**config.mk**
```make
export PLATFORM = sky130hd
export DESIGN_NAME = interp_polyphase_commutator
export DESIGN_NICKNAME = d
export VERILOG_FILES = /design/src/rtl/tx_interp_pkg.sv /design/src/rtl/interp_round_sat.sv /design/src/rtl/interp_polyphase_commutator.sv
export SDC_FILE = /design/constraint.sdc
export NUM_CORES = 1
export LEC_CHECK = 0
export CELL_PAD_IN_SITES_DETAIL_PLACEMENT = 1
export CELL_PAD_IN_SITES_GLOBAL_PLACEMENT = 2
export CORE_ASPECT_RATIO = 1.2
export CORE_MARGIN = 2
export CORE_UTILIZATION = 31
export DETAILED_ROUTE_END_ITERATION = 12
export PLACE_DENSITY_LB_ADDON = 0.1
export SYNTH_ARGS = -nofsm -noshare
export SYNTH_HDL_FRONTEND = slang
export SYNTH_SLANG_ARGS = --single-unit
export TNS_END_PERCENT = 50
```
**constraint.sdc**
```tcl
create_clock -name clk -period 2.3 [get_ports clk]
set_clock_uncertainty 0.05 [all_clocks]
set_input_delay 0.46 -clock clk [delete_from_list [all_inputs] [get_ports clk]]
set_output_delay 0.46 -clock clk [all_outputs]
set_load 0.01 [all_outputs]
```
**src/rtl/tx_interp_pkg.sv**
```systemverilog
// tx_interp_pkg: constants and types shared across the Tx interpolation chain
package tx_interp_pkg;
  localparam int IN_W       = 20;
  localparam int OUT_W      = 11;
  localparam int SHIFT      = 9;
  localparam int NUM_PHASES = 4;
  localparam int ROUND_BIAS = 1 << (SHIFT - 1);
  typedef logic [1:0] phase_t;
  typedef enum logic {ST_IDLE, ST_EMIT} state_t;
endpackage

```
**src/rtl/interp_round_sat.sv**
```systemverilog
// interp_round_sat: round half-up, normalise by 2^SHIFT and saturate to OUT_W
module interp_round_sat #(
  parameter int IN_W  = tx_interp_pkg::IN_W,
  parameter int OUT_W = tx_interp_pkg::OUT_W,
  parameter int SHIFT = tx_interp_pkg::SHIFT
) (
  input  logic signed [IN_W-1:0]  x_i,
  output logic signed [OUT_W-1:0] y_o,
  output logic                    sat_o
);
  localparam int SW = IN_W + 1 - SHIFT;
  logic signed [IN_W:0]     biased;
  logic signed [SW-1:0]     shifted;
  logic        [SW-OUT_W:0] top;
  assign biased  = {x_i[IN_W-1], x_i} + (IN_W+1)'(1 << (SHIFT - 1));
  assign shifted = SW'(biased >>> SHIFT);
  assign top     = shifted[SW-1:OUT_W-1];
  assign sat_o   = (top != '0) && (top != '1);
  assign y_o     = sat_o ? {top[SW-OUT_W], {(OUT_W-1){~top[SW-OUT_W]}}} : shifted[OUT_W-1:0];
endmodule

```
**src/rtl/interp_polyphase_commutator.sv**
```systemverilog
// interp_polyphase_commutator: double-buffer four branch outputs and serialise them E0..E3
module interp_polyphase_commutator #(
  parameter int IN_W  = tx_interp_pkg::IN_W,
  parameter int OUT_W = tx_interp_pkg::OUT_W,
  parameter int SHIFT = tx_interp_pkg::SHIFT
) (
  input  logic                    clk,
  input  logic                    rst_n,
  input  logic                    in_valid,
  input  logic [IN_W-1:0]         e0,
  input  logic [IN_W-1:0]         e1,
  input  logic [IN_W-1:0]         e2,
  input  logic [IN_W-1:0]         e3,
  input  logic                    ovr_clr,
  output logic                    out_valid,
  output logic signed [OUT_W-1:0] out_sample,
  output logic [1:0]              out_phase,
  output logic                    sat,
  output logic                    overrun
);
  import tx_interp_pkg::*;
  typedef logic [NUM_PHASES-1:0][IN_W-1:0] bank_t;
  state_t st_q, st_d;
  phase_t phase_q, phase_d;
  bank_t act_q, act_d, pend_q, pend_d, in_set;
  logic pfull_q, pfull_d, ovr_q, ovr_d;
  logic vld_q, vld_d, sat_q, sat_d;
  logic signed [OUT_W-1:0] smp_q, smp_d, rs_y;
  phase_t oph_q, oph_d;
  logic rs_sat, emit, last;
  assign in_set = {e3, e2, e1, e0};
  assign emit   = st_q == ST_EMIT;
  assign last   = phase_q == phase_t'(NUM_PHASES - 1);
  interp_round_sat #(.IN_W(IN_W), .OUT_W(OUT_W), .SHIFT(SHIFT)) u_rs (
    .x_i  (act_q[phase_q]),
    .y_o  (rs_y),
    .sat_o(rs_sat)
  );
  // next state: start/continue emission, refill active from inputs or pending, park or drop jitter sets
  always_comb begin
    st_d    = st_q;
    phase_d = emit ? phase_q + 2'd1 : 2'd0;
    act_d   = act_q;
    pend_d  = pend_q;
    pfull_d = pfull_q;
    ovr_d   = ovr_q & ~ovr_clr;
    vld_d   = emit;
    smp_d   = emit ? rs_y : '0;
    sat_d   = emit & rs_sat;
    oph_d   = emit ? phase_q : 2'd0;
    if (!emit) begin
      if (in_valid) begin
        act_d = in_set;
        st_d  = ST_EMIT;
      end
    end else if (last) begin
      if (in_valid) act_d = in_set;
      else if (pfull_q) begin
        act_d   = pend_q;
        pfull_d = 1'b0;
      end else st_d = ST_IDLE;
    end else if (in_valid) begin
      if (!pfull_q) begin
        pend_d  = in_set;
        pfull_d = 1'b1;
      end else ovr_d = 1'b1;
    end
  end
  // state, banks and registered outputs; reset discards everything immediately
  always_ff @(posedge clk or negedge rst_n) begin
    if (!rst_n) begin
      st_q    <= ST_IDLE;
      phase_q <= '0;
      act_q   <= '0;
      pend_q  <= '0;
      pfull_q <= 1'b0;
      ovr_q   <= 1'b0;
      vld_q   <= 1'b0;
      smp_q   <= '0;
      sat_q   <= 1'b0;
      oph_q   <= '0;
    end else begin
      st_q    <= st_d;
      phase_q <= phase_d;
      act_q   <= act_d;
      pend_q  <= pend_d;
      pfull_q <= pfull_d;
      ovr_q   <= ovr_d;
      vld_q   <= vld_d;
      smp_q   <= smp_d;
      sat_q   <= sat_d;
      oph_q   <= oph_d;
    end
  end
  assign out_valid  = vld_q;
  assign out_sample = smp_q;
  assign out_phase  = oph_q;
  assign sat        = sat_q;
  assign overrun    = ovr_q;
endmodule
```
== Yosys cells after proc, flatten, opt, wreduce, memory -nomap -nowiden ==
Index checks and enable logic that the tools add are counted.
Storage, ports and cells
  register bits: 180
  bits of input ports: 84
  output and inout bits: 16
  logic and storage cells: 60
Operators by class
  add/subtract/negate cells: 2
  order comparisons: 1
  equal/unequal tests: 5
  multiplexer cells: 23
  bitwise operators: 6
  reduce and logical (&&, ||, !) cells: 7
Operators by type and width (number)
  80-bit two-way mux: 5
  20-bit binary-select mux with 2-bit select: 1
  11-bit two-way mux: 2
  20-bit by 10-bit adder with 21-bit output, second input constant: 1
  20-bit two-way mux: 1
  1-bit two-way mux: 12
  3-bit AND reduction: 2
  2-bit nonzero test: 3
  2-bit two-way mux: 2
  2-bit inequality test, second input constant: 2
  1-bit inverter: 4
  4-bit AND reduction: 1
  2-bit by 3-bit less-than comparator with 1-bit output, second input constant: 1
  3-bit inequality test, second input constant: 1
  2-bit by 1-bit adder with 2-bit output, second input constant: 1
  1-bit AND: 2
  2-bit equality test, second input constant: 1
  2-bit by 1-bit inequality test with 1-bit output, second input constant: 1
  1-bit logical AND: 1

== Longest topological paths before layout ==
Gate-level depths: netlist (run 1).
  depth in word-level cells: 7
  mapped depth: 9

== By module ==
Synthesis (run 1) repeated with hierarchy kept, for this count alone.
Unflattened totals
  cell total of the unflattened synthesis: 558
  area, all modules: 9200.1 sq um
Modules (own cells, without submodules)
  interp_polyphase_commutator: times used 1, cells an instance 502, area an instance 8807.2 sq um
  interp_round_sat: times used 1, cells an instance 56, area an instance 392.9 sq um

== Worst setup path after synthesis (run 1) ==
No wires, ideal clock.
  kind: reg2reg
  start: reg phase_q[0]
  end: reg smp_q[0] (netlist: out_sample[0])
  arrival time: 2.095 ns
  setup slack: 0.012 ns
  stages on the path, launching flop included: 9
  clock period less this slack: 2.288 ns
  cell sequence: dfrtp_1 > buf_6 > mux4_2 > ha_1 > nand2_1 > o22ai_1 > nand4b_1 > o21ai_2 > a21oi_1
On the way
  cells in the longest elaborated chain, start to end: 7
  elaborated cells on any way between the ends: 9
  those cells by class: add/sub: 1; eq/ne: 1; mux: 4; bitwise: 1; reduce/logical: 2
RTL lines
  start, declared: line interp_polyphase_commutator.sv:24  | phase_t phase_q, phase_d;
  start signal, assigned: line interp_polyphase_commutator.sv:84  | phase_q <= phase_d;
  20-bit binary-select mux with 2-bit select (*): line interp_polyphase_commutator.sv:35  | .x_i (act_q[phase_q]),
  20-bit two-way mux (implied by the code) (*): line interp_polyphase_commutator.sv:35
  20-bit by 10-bit adder with 21-bit output (*): line interp_round_sat.sv:15  | assign biased = {x_i[IN_W-1], x_i} + (IN_W+1)'(1 << (SHIFT - 1));
  2-bit inequality test / 2-bit nonzero test (equally long branches): line interp_round_sat.sv:18  | assign sat_o = (top != '0) && (top != '1);
  1-bit logical AND: line interp_round_sat.sv:18
  11-bit two-way mux (*): line interp_round_sat.sv:19  | assign y_o = sat_o ? {top[SW-OUT_W], {(OUT_W-1){~top[SW-OUT_W]}}} : shifted[OUT_W-1:0];
  11-bit two-way mux (*): line interp_polyphase_commutator.sv:48  | smp_d = emit ? rs_y : '0;
  named net smp_d[0]: line interp_polyphase_commutator.sv:28  | logic signed [OUT_W-1:0] smp_q, smp_d, rs_y;
  end signal, assigned: line interp_polyphase_commutator.sv:90  | smp_q <= smp_d;
  end, declared: line interp_polyphase_commutator.sv:28
Mark *: on every way through the listed nets, which the timed path passes. The rest lies on a longest branch. The select of a mux whose other input is x is not followed.
A chain may end at the register's enable or synchronous reset.

== Final worst setup path (run 1) ==
  start: reg phase_q[0]
  end: reg smp_q[4] (netlist: out_sample[4])
The elaborated chain is that of the path after synthesis.

==> flow_metrics.py, run 1 <==
metrics = {
    "run_status": {
        "outcome": "complete, no violations",
    },
    "grt": {
        "grt_max_degree": 97,
        "grt_pass1_wl_um": 20000,
        "grt.overflow.total": 0,
        "grtUsageTotal_pct": 15.1,
        "top_usage_layer": "met2",
        "grt_pass1_vias": 3636,
        "antenna_found_initial": 0,
        "grtUsageMet2_pct": 25.3,
        "use_met3_pct": 4.30,
        "use_met1_pct": 18.6,
    },
    "detailed_routing": {
        "wl_per_cell_um": 16.8,
        "firstDrtPassIters": 4,
        "drt_drc_violations_left": 0,
        "routed_wl_um": 12300,
        "first_iter_violations": 138,
        "ant_nets": 0,
        "num_vias": 3419,
        "avgViaCountPerCell": 4.68,
    },
    "synth": {
        "synth_edf_count": 0,
        "async_flop_share_pct": 100,
        "syn_inst": 419,
        "avgSynthCellArea_um2": 12.5,
        "synth_area_leaders": "dfrtp_1 (56%), mux2_2 (10%), mux2i_1 (9.6%), mux4_2 (5.2%), o21ai_0 (4.7%)",
        "synthMuxAreaShare_pct": 25.1,
        "synth_cell_type_count": 34,
        "ys_ff_latch": 116,
        "synth_top_family_by_area": "multiplexers",
        "synthSimpleGateAreaFrac_pct": 7.28,
        "synth_warnings": 0,
        "seq_area_frac_synth_pct": 55.6,
        "yosys.area_share.adder_pct": 0.479,
        "synth-xor-area-share_pct": 1.51,
        "synth_compound_area_share_pct": 6.97,
        "synthFlopType": "dfrtp_1",
        "synth_commonest_cells": "dfrtp_1 (116), nand2_1 (53), mux2i_1 (50)",
        "synth_area_um2": 5230,
        "yosys.area.top_type": "dfrtp_1",
        "netlist.area_leader.share_pct": 55.6,
        "synth.net_count": 505,
        "synth_most_common_cell": "dfrtp_1",
    },
    "sta": {
        "min_period_over_period_pct": 94.6,
        "period_needed_ns": 2.18,
        "fin_setup_tns_ns": 0,
        "hold_ws_ns": 0.423,
        "clock.fmax_ghz": 0.460,
        "worstMarginPinSlew_ns": 0.492,
        "maxSlewHeadroom_pct": 67.2,
        "hold_violations": 0,
        "slew_violations": 0,
        "setup_viol": 0,
    },
    "min_path": {
        "hold_class": "register to register",
        "min_path_cells": 2,
        "hp-start": "act_q[79]",
        "hold_end": "act_q[79]",
    },
    "clock_tree": {
        "cts_buffer_depth": 2,
        "clock-sinks": 116,
        "cts_root_buf": "clkbuf_16",
        "clkTransAtPathRegs_ns": 0.05,
        "numCtsBuffers": 17,
        "cts_tree": "built",
        "htreeDepth": 4,
        "clk_latency_ns": 0.42,
    },
    "power": {
        "pwr-share-seq_pct": 37.0,
        "clkPwrFrac_pct": 24.0,
        "p_per_area_nw_per_um2": 1420,
        "p_leak_nw": 3.00,
        "switching_share_pct": 32.8,
        "power_w": 0.00981,
        "p_sw_w": 0.00321,
        "irDropWorstVdd_v": 0.000519,
        "intPower_w": 0.00659,
        "pwr-share-comb_pct": 39.0,
    },
    "floorplan": {
        "start_util_pct": 31.4,
        "die_area_um2": 17900,
        "io_pins": 100,
        "row_count": 52,
        "fp.dieW_um": 123,
        "die_h_um": 146,
        "core-area_um2": 16700,
    },
    "setup_path": {
        "r2r-end": "out_sample[4]",
        "slowest_delay_ns": 0.54,
        "critical_path.cell_chain": "mux4_2 > ha_2 > nand2b_1 > o22ai_2 > a211oi_2 > o21ai_4 > buf_12 > a21oi_1",
        "r2r_slack_ns": 0.12,
        "cp.arrival_ns": 2.46,
        "r2r-start": "phase_q[0]",
        "cp-start-kind": "register",
        "critPathKind": "register to register",
        "cp_top_family": "compound AO/OA/AOI/OAI gates",
        "critPathRequiredTime_ns": 2.59,
        "critical_path.slowest_cell": "mux4_2",
        "path_buf_inv": 1,
        "critPathMaxFanout": 11,
        "crit_path_end_kind": "register",
        "rr_worst_depth": 8,
    },
    "placed_design": {
        "portBuffers": 67,
        "gp_congestion": 0.818,
        "dp_hpwl_um": 8780,
    },
    "final_layout": {
        "fin_nets": 589,
        "syn2layout_area_growth_pct": 31.9,
        "drive_above_1_share_pct": 25.5,
        "fin_util_pct": 41.4,
        "diodes": 0,
    },
    "run": {
        "maxCapViolations": 0,
    },
}
-- worst max path at each step --
stage | to | startpoint | slack [ns] | depth (start not counted)
2_1_floorplan | out_sample[0] | phase_q[0] | 0.01 | 8
3_3_place_gp | out_sample[3] | phase_q[0] | -0.11 | 7
3_5_place_dp | out_sample[4] | phase_q[0] | -0.13 | 7
4_1_cts | out_sample[2] | phase_q[0] | 0.009 | 8
5_1_grt | out_sample[3] | phase_q[0] | -0.01 | 8
6_report | out_sample[4] | phase_q[0] | 0.12 | 8
-- registers in the layout (all words and copies together), names as in the netlist --
name / flops
overrun: 1
pfull_q: 1
emit: 1
out_sample: 11
sat: 1
out_valid: 1
phase_q: 2
pend_q: 48
out_phase: 2
act_q: 48
-- power groups by stage --
stage / logic, W / clock network, W / registers [W]
2_1_floorplan: 0.00252 / 0 / 0.00350
3_3_place_gp: 0.00371 / 0 / 0.00366
3_5_place_dp: 0.00380 / 0 / 0.00369
4_1_cts: 0.00382 / 0.00244 / 0.00366
5_1_grt: 0.00428 / 0.00253 / 0.00377
6_report: 0.00382 / 0.00236 / 0.00363
-- repair_timing --
item,in CTS,in global routing
resized for setup,2,5
hold endpoints to repair,34,0
setup buffers,1,2
pin swaps,1,1
hold buffers,1,0
cloned,0,0
endpoints found under the setup margin,11,59
-- worst reg2reg max path, stage by stage (launching register included) --
cell	delay [ns]
dfrtp_2	0.40
mux4_2	0.54
ha_2	0.22
nand2b_1	0.09
o22ai_2	0.10
a211oi_2	0.32
o21ai_4	0.10
buf_12	0.15
a21oi_1	0.14
-- layout make-up --
type,count,area [um2]
fill,1794,9760
sequential,116,2900
multi-input combinational,272,2200
timing repair buffer,93,978
clock buffer,25,505
tap,216,270
clock inverter,5,25.0
inverter,3,11.3
-- logic make-up after synthesis --
family	Yosys count
AO/OA/AOI/OAI	67
adder cells (fa/ha/maj)	2
multiplexers	110
AND/OR/NAND/NOR	84
XOR/XNOR	9
flip-flops	116
buffers and inverters	31
-- layout by cell type, fill, tap and decap left out, types with 6 or more instances in the layout --
cell type / instances
nand2_1: 53
mux4_2: 12
buf_12: 9
dfrtp_1: 115
o21ai_0: 49
a21oi_1: 8
nand3_1: 9
mux2i_1: 50
clkbuf_16: 17
xor2_1: 6
clkdlybuf4s50_1: 66
buf_4: 17
mux2_2: 48
-- metrics by stage --
step	worst slack [ns]	cells	cell area, um2
finish	0.124	730	6890
global route	-0.0105	730	6890
CTS	0.00943	728	6860
floorplan	0.0124	419	5230
global placement	-0.111	696	6290
detailed placement	-0.135	696	6290
-- per-layer routing --
metal / vias up / wire length [um]
met4: 0 / 148
met5: - / 0
met2: 53 / 6490
met3: 12 / 351
li1: 1648 / -
met1: 1706 / 5290
Power figures use the tool's default switching activity.
==> run 2: changes to the inputs <==
- CAP_MARGIN: unset -> 20
- PLACE_DENSITY_LB_ADDON: 0.1 -> 0.2
==> flow_metrics.py, run 2 (synthesis results as in run 1) <==
metrics = {
    "floorplan": {
        "core-area_um2": 16700,
        "fp.dieW_um": 123,
        "die_area_um2": 17900,
        "io_pins": 100,
        "start_util_pct": 31.4,
        "die_h_um": 146,
        "row_count": 52,
    },
    "grt": {
        "grt_max_degree": 97,
        "grt.overflow.total": 0,
        "grtUsageMet2_pct": 25.7,
        "top_usage_layer": "met2",
        "use_met3_pct": 3.48,
        "grt_pass1_wl_um": 20400,
        "grtUsageTotal_pct": 15.3,
        "antenna_found_initial": 0,
        "use_met1_pct": 18.6,
        "grt_pass1_vias": 3789,
    },
    "sta": {
        "period_needed_ns": 2.22,
        "min_period_over_period_pct": 96.3,
        "setup_viol": 0,
        "clock.fmax_ghz": 0.451,
        "hold_violations": 0,
        "rsz0062_at_grt": "true",
        "slew_violations": 0,
        "maxSlewHeadroom_pct": 71.7,
        "worstMarginPinSlew_ns": 0.425,
        "setup_slack_ns": 0.0846,
        "hold_ws_ns": 0.426,
    },
    "final_layout": {
        "nFillCells": 1794,
        "mostFrequentLayoutCells": "dfrtp_1 (115), clkdlybuf4s50_1 (66), nand2_1 (53)",
        "syn2layout_area_growth_pct": 34.0,
        "multi_input_area_um2": 2220,
        "final_cells": 730,
        "fin_util_pct": 42.0,
        "diodes": 0,
        "fin_nets": 587,
        "final_common_cell": "dfrtp_1",
        "regArea_um2": 2900,
        "drive_above_1_share_pct": 26.3,
    },
    "power": {
        "switching_share_pct": 32.4,
        "irDropWorstVdd_v": 0.000571,
        "pwr-share-comb_pct": 37.3,
        "clkPwrFrac_pct": 27.4,
        "p_leak_nw": 3.03,
        "pwr-share-seq_pct": 35.4,
        "p_per_area_nw_per_um2": 1470,
        "p_sw_w": 0.00333,
        "intPower_w": 0.00696,
        "power_w": 0.0103,
    },
    "setup_path": {
        "slowest_delay_ns": 0.58,
        "cp.arrival_ns": 2.51,
        "cp.depth": 8,
        "critPathMaxFanout": 11,
        "critical_path.cell_chain": "mux4_2 > ha_4 > nand2_1 > o22ai_2 > a211oi_2 > o21ai_4 > buf_12 > a21oi_2",
        "crit_path_end": "out_sample[0]",
        "r2r-start": "phase_q[0]",
        "critPathRequiredTime_ns": 2.60,
        "rr_worst_depth": 8,
        "path_buf_inv": 1,
        "crit_start": "phase_q[0]",
        "critical_path.slowest_cell": "mux4_2",
        "critPathKind": "register to register",
        "r2r_slack_ns": 0.08,
        "cp_top_family": "compound AO/OA/AOI/OAI gates",
        "crit_path_end_kind": "register",
        "cp-start-kind": "register",
        "r2r-end": "out_sample[0]",
    },
    "run_status": {
        "outcome": "complete, no violations",
    },
    "clock_tree": {
        "cts_root_buf": "clkbuf_16",
        "clkTransAtPathRegs_ns": 0.06,
        "clk_latency_ns": 0.42,
        "cts_buffer_depth": 2,
        "numCtsBuffers": 17,
        "clock-sinks": 116,
        "cts_tree": "built",
        "htreeDepth": 4,
    },
    "placed_design": {
        "portBuffers": 67,
        "gp_congestion": 0.791,
        "dp_hpwl_um": 8560,
        "dp_cells": 696,
        "pre_cts_ws_ns": -0.100,
    },
    "detailed_routing": {
        "firstDrtPassIters": 4,
        "avgViaCountPerCell": 4.78,
        "ant_nets": 0,
        "routed_wl_um": 12400,
        "first_iter_violations": 140,
        "wl_per_cell_um": 17.0,
        "drt_drc_violations_left": 0,
        "num_vias": 3490,
    },
    "run": {
        "maxCapViolations": 0,
    },
    "min_path": {
        "hold_class": "register to register",
    },
}
-- run 2: cell count changes in the layout (fill, tap and decap cells not counted), sizes merged --
cell      previous run  this run
clkbuf              25        23
buf                 26        24
bufinv               0         4
clkinvlp             0         2
clkinv               5         3
-- run 2: timing repair --
item                                   4_1_cts  5_1_grt
hold buffers                                 1        0
setup endpoints to repair                   11       18
pin swaps                                    0        2
setup buffers                                0        1
gates resized for setup                      3        9
endpoints found under the hold margin       26        0
-- run 2: worst reg2reg max path, delay by kind of cell, from the launching register on --
family          cells  cell delay, ns
fa+ha+maj           1            0.19
flops               1            0.42
buf+inv             1            0.15
simple gates        1            0.08
compound gates      4            0.68
mux                 1            0.58
-- run 2: through the flow --
step	setup TNS, ns	instance area, um2
after floorplan	0	5230
after global placement	-0.413	6290
after detailed placement	-0.753	6290
after CTS	0	6940
after global routing	-0.0313	7000
final	0	7000
-- run 2: power by group through the flow --
stage	Clock [W]	Combinational, W	Sequential (W)
3_5_place_dp	0	0.00378	0.00369
4_1_cts	0.00287	0.00380	0.00366
3_3_place_gp	0	0.00367	0.00364
2_1_floorplan	0	0.00252	0.00350
5_1_grt	0.00297	0.00429	0.00378
6_report	0.00282	0.00383	0.00364
-- run 2: metal layers --
metal / vias up / routed length, um / part of all wire (%)
met2: 55 / 6470 / 52
met3: 18 / 353 / 2.8
met5: - / 0 / 0
met1: 1772 / 5330 / 43
met4: 0 / 240 / 1.9
li1: 1645 / - / -
-- run 2: how the worst min path moves through the flow --
| stage | from | endpoint | slack, ns | cells past startpoint |
|---|---|---|---|---|
| detailed placement | rst_n | pend_q[53] | 0.38 | 1 |
| finish | act_q[31] | act_q[31] | 0.43 | 2 |
| global placement | rst_n | pend_q[53] | 0.38 | 1 |
| CTS | act_q[31] | act_q[31] | 0.43 | 2 |
| floorplan | rst_n | act_q[10] | 0.11 | 0 |
| global route | pend_q[8] | pend_q[8] | 0.47 | 1 |
-- run 2: cell type report --
cell class | count | share of cell area [%]
Clock buffer | 23 | 6.83
Clock inverter | 9 | 2.15
Inverter | 3 | 0.161
Multi-Input combinational cell | 272 | 31.7
Sequential cell | 116 | 41.5
Tap cell | 216 | 3.86
Timing Repair Buffer | 91 | 13.8
==> run 3: changes to the inputs <==
- CORE_MARGIN: 2 -> 1
- PLACE_DENSITY: unset -> 0.82
- PLACE_DENSITY_LB_ADDON: 0.2 -> unset
==> flow_metrics.py, run 3 (synthesis results as in run 1) <==
metrics = {
    "run_status": {
        "outcome": "complete, but fails checks",
        "violations": "negative hold slack",
    },
    "sta": {
        "hold_violations": 1,
        "clock.fmax_ghz": 0.453,
        "slew_violations": 0,
        "worstMarginPinSlew_ns": 0.575,
        "min_period_over_period_pct": 96.1,
        "setup_viol": 0,
        "fin_setup_tns_ns": 0,
        "maxSlewHeadroom_pct": 61.7,
        "hold_ws_ns": -0.00110,
        "rsz0062_at_grt": "true",
        "setup_slack_ns": 0.0905,
        "period_needed_ns": 2.21,
    },
    "power": {
        "p_leak_nw": 3.04,
        "pwr-share-comb_pct": 36.1,
        "switching_share_pct": 32.0,
        "clkPwrFrac_pct": 28.8,
        "power_w": 0.0104,
        "pwr-share-seq_pct": 35.0,
        "p_per_area_nw_per_um2": 1490,
        "p_sw_w": 0.00334,
        "irDropWorstVdd_v": 0.000653,
        "intPower_w": 0.00710,
    },
    "final_layout": {
        "diodes": 0,
        "drive_above_1_share_pct": 26.1,
        "mostFrequentLayoutCells": "dfrtp_1 (115), clkdlybuf4s50_1 (66), nand2_1 (53)",
        "fin_nets": 587,
        "fin_util_pct": 42.8,
        "final_common_cell": "dfrtp_1",
        "syn2layout_area_growth_pct": 33.7,
        "final_area_um2": 6990,
    },
    "setup_path": {
        "r2r-start": "phase_q[0]",
        "critPathKind": "register to register",
        "crit_path_end_kind": "register",
        "critical_path.slowest_cell": "mux4_2",
        "critical_path.cell_chain": "mux4_2 > ha_2 > nand2_1 > o22ai_2 > a211oi_2 > o21ai_4 > buf_4 > a21oi_1",
        "cp-start-kind": "register",
        "slowest_delay_ns": 0.55,
        "crit_start": "phase_q[0]",
        "critPathRequiredTime_ns": 2.58,
        "cp.arrival_ns": 2.49,
        "critPathMaxFanout": 6,
    },
    "run": {
        "maxCapViolations": 0,
    },
    "clock_tree": {
        "clock-sinks": 116,
        "cts_buffer_depth": 2,
        "cts_tree": "built",
        "cts_hold_buf": 0,
        "cts_root_buf": "clkbuf_16",
        "htreeDepth": 4,
        "clkTransAtPathRegs_ns": 0.05,
        "numCtsBuffers": 17,
        "clk_latency_ns": 0.41,
    },
    "placed_design": {
        "pre_cts_ws_ns": -0.0725,
        "portBuffers": 67,
        "dp_hpwl_um": 8630,
        "gp_congestion": 0.765,
        "dpl_cell_area_um2": 6240,
    },
    "floorplan": {
        "die_h_um": 144,
        "start_util_pct": 32.0,
        "die_area_um2": 17400,
        "io_pins": 100,
        "row_count": 51,
        "fp.dieW_um": 121,
        "core-area_um2": 16300,
    },
    "detailed_routing": {
        "ant_nets": 0,
        "num_vias": 3482,
        "avgViaCountPerCell": 4.80,
        "firstDrtPassIters": 5,
        "first_iter_violations": 206,
        "routed_wl_um": 12700,
        "drt_drc_violations_left": 0,
        "wl_per_cell_um": 17.4,
    },
    "grt": {
        "antenna_found_initial": 0,
        "grt.overflow.total": 0,
        "grt_pass1_wl_um": 20500,
        "grtUsageTotal_pct": 15.9,
        "grt_pass1_vias": 3971,
        "grt_max_degree": 97,
    },
    "min_path": {
        "hold_class": "input port to async pin",
    },
}
## run 3: power by group through the flow
stage | Combinational (W) | Sequential (W) | Clock, W
after CTS | 0.00376 | 0.00368 | 0.00307
final | 0.00377 | 0.00366 | 0.00301
after global placement | 0.00355 | 0.00362 | 0
after global routing | 0.00418 | 0.00379 | 0.00314
after detailed placement | 0.00371 | 0.00369 | 0
after floorplan | 0.00252 | 0.00350 | 0
## run 3: final timing paths
path	end	slack, ns	depth (start not counted)
worst max-delay path	out_sample[5]	0.09	8
worst min-delay path	out_phase[0]	-0.001	1
worst max register to register	out_sample[5]	0.09	8
worst min register to register	act_q[51]	0.44	2
max in group asynchronous	act_q[15]	1.45	2
min in group clk	act_q[51]	0.44	2
## run 3: layout make-up
class,instances,area [um2]
timing repair buffer,91,928
tap,212,265
clock buffer,24,512
fill,1755,9350
inverter,3,11.3
multi-input combinational,272,2200
clock inverter,8,168
sequential,116,2900
## run 3: what timing repair did
item                       in CTS  in global routing
setup endpoints to repair      11                 59
resized for setup               2                  5
gates cloned                    0                  1
pin swaps                       0                  2
setup buffers                   0                  2
## run 3: worst max-delay path, delay by kind of cell, from the launching register on
family	cells	cell delay, ns
mux	1	0.55
simple gates	1	0.08
fa+ha+maj	1	0.22
compound gates	4	0.64
flops	1	0.41
buf+inv	1	0.17
## run 3: per-stage QoR
step                      hold WS [ns]  cells
after detailed placement         0.424    691
after global routing            0.0354    726
final                         -0.00110    726
after CTS                      0.00509    723
after global placement           0.408    691
after floorplan                  0.114    419
## run 3: metal layers
metal,up-vias,part of all wire (%),GRT usage [%]
met4,0,1.9,6.56
met2,62,55,29.2
met1,1761,40,17.4
met3,18,2.8,3.94
li1,1641,-,-
met5,-,0,0
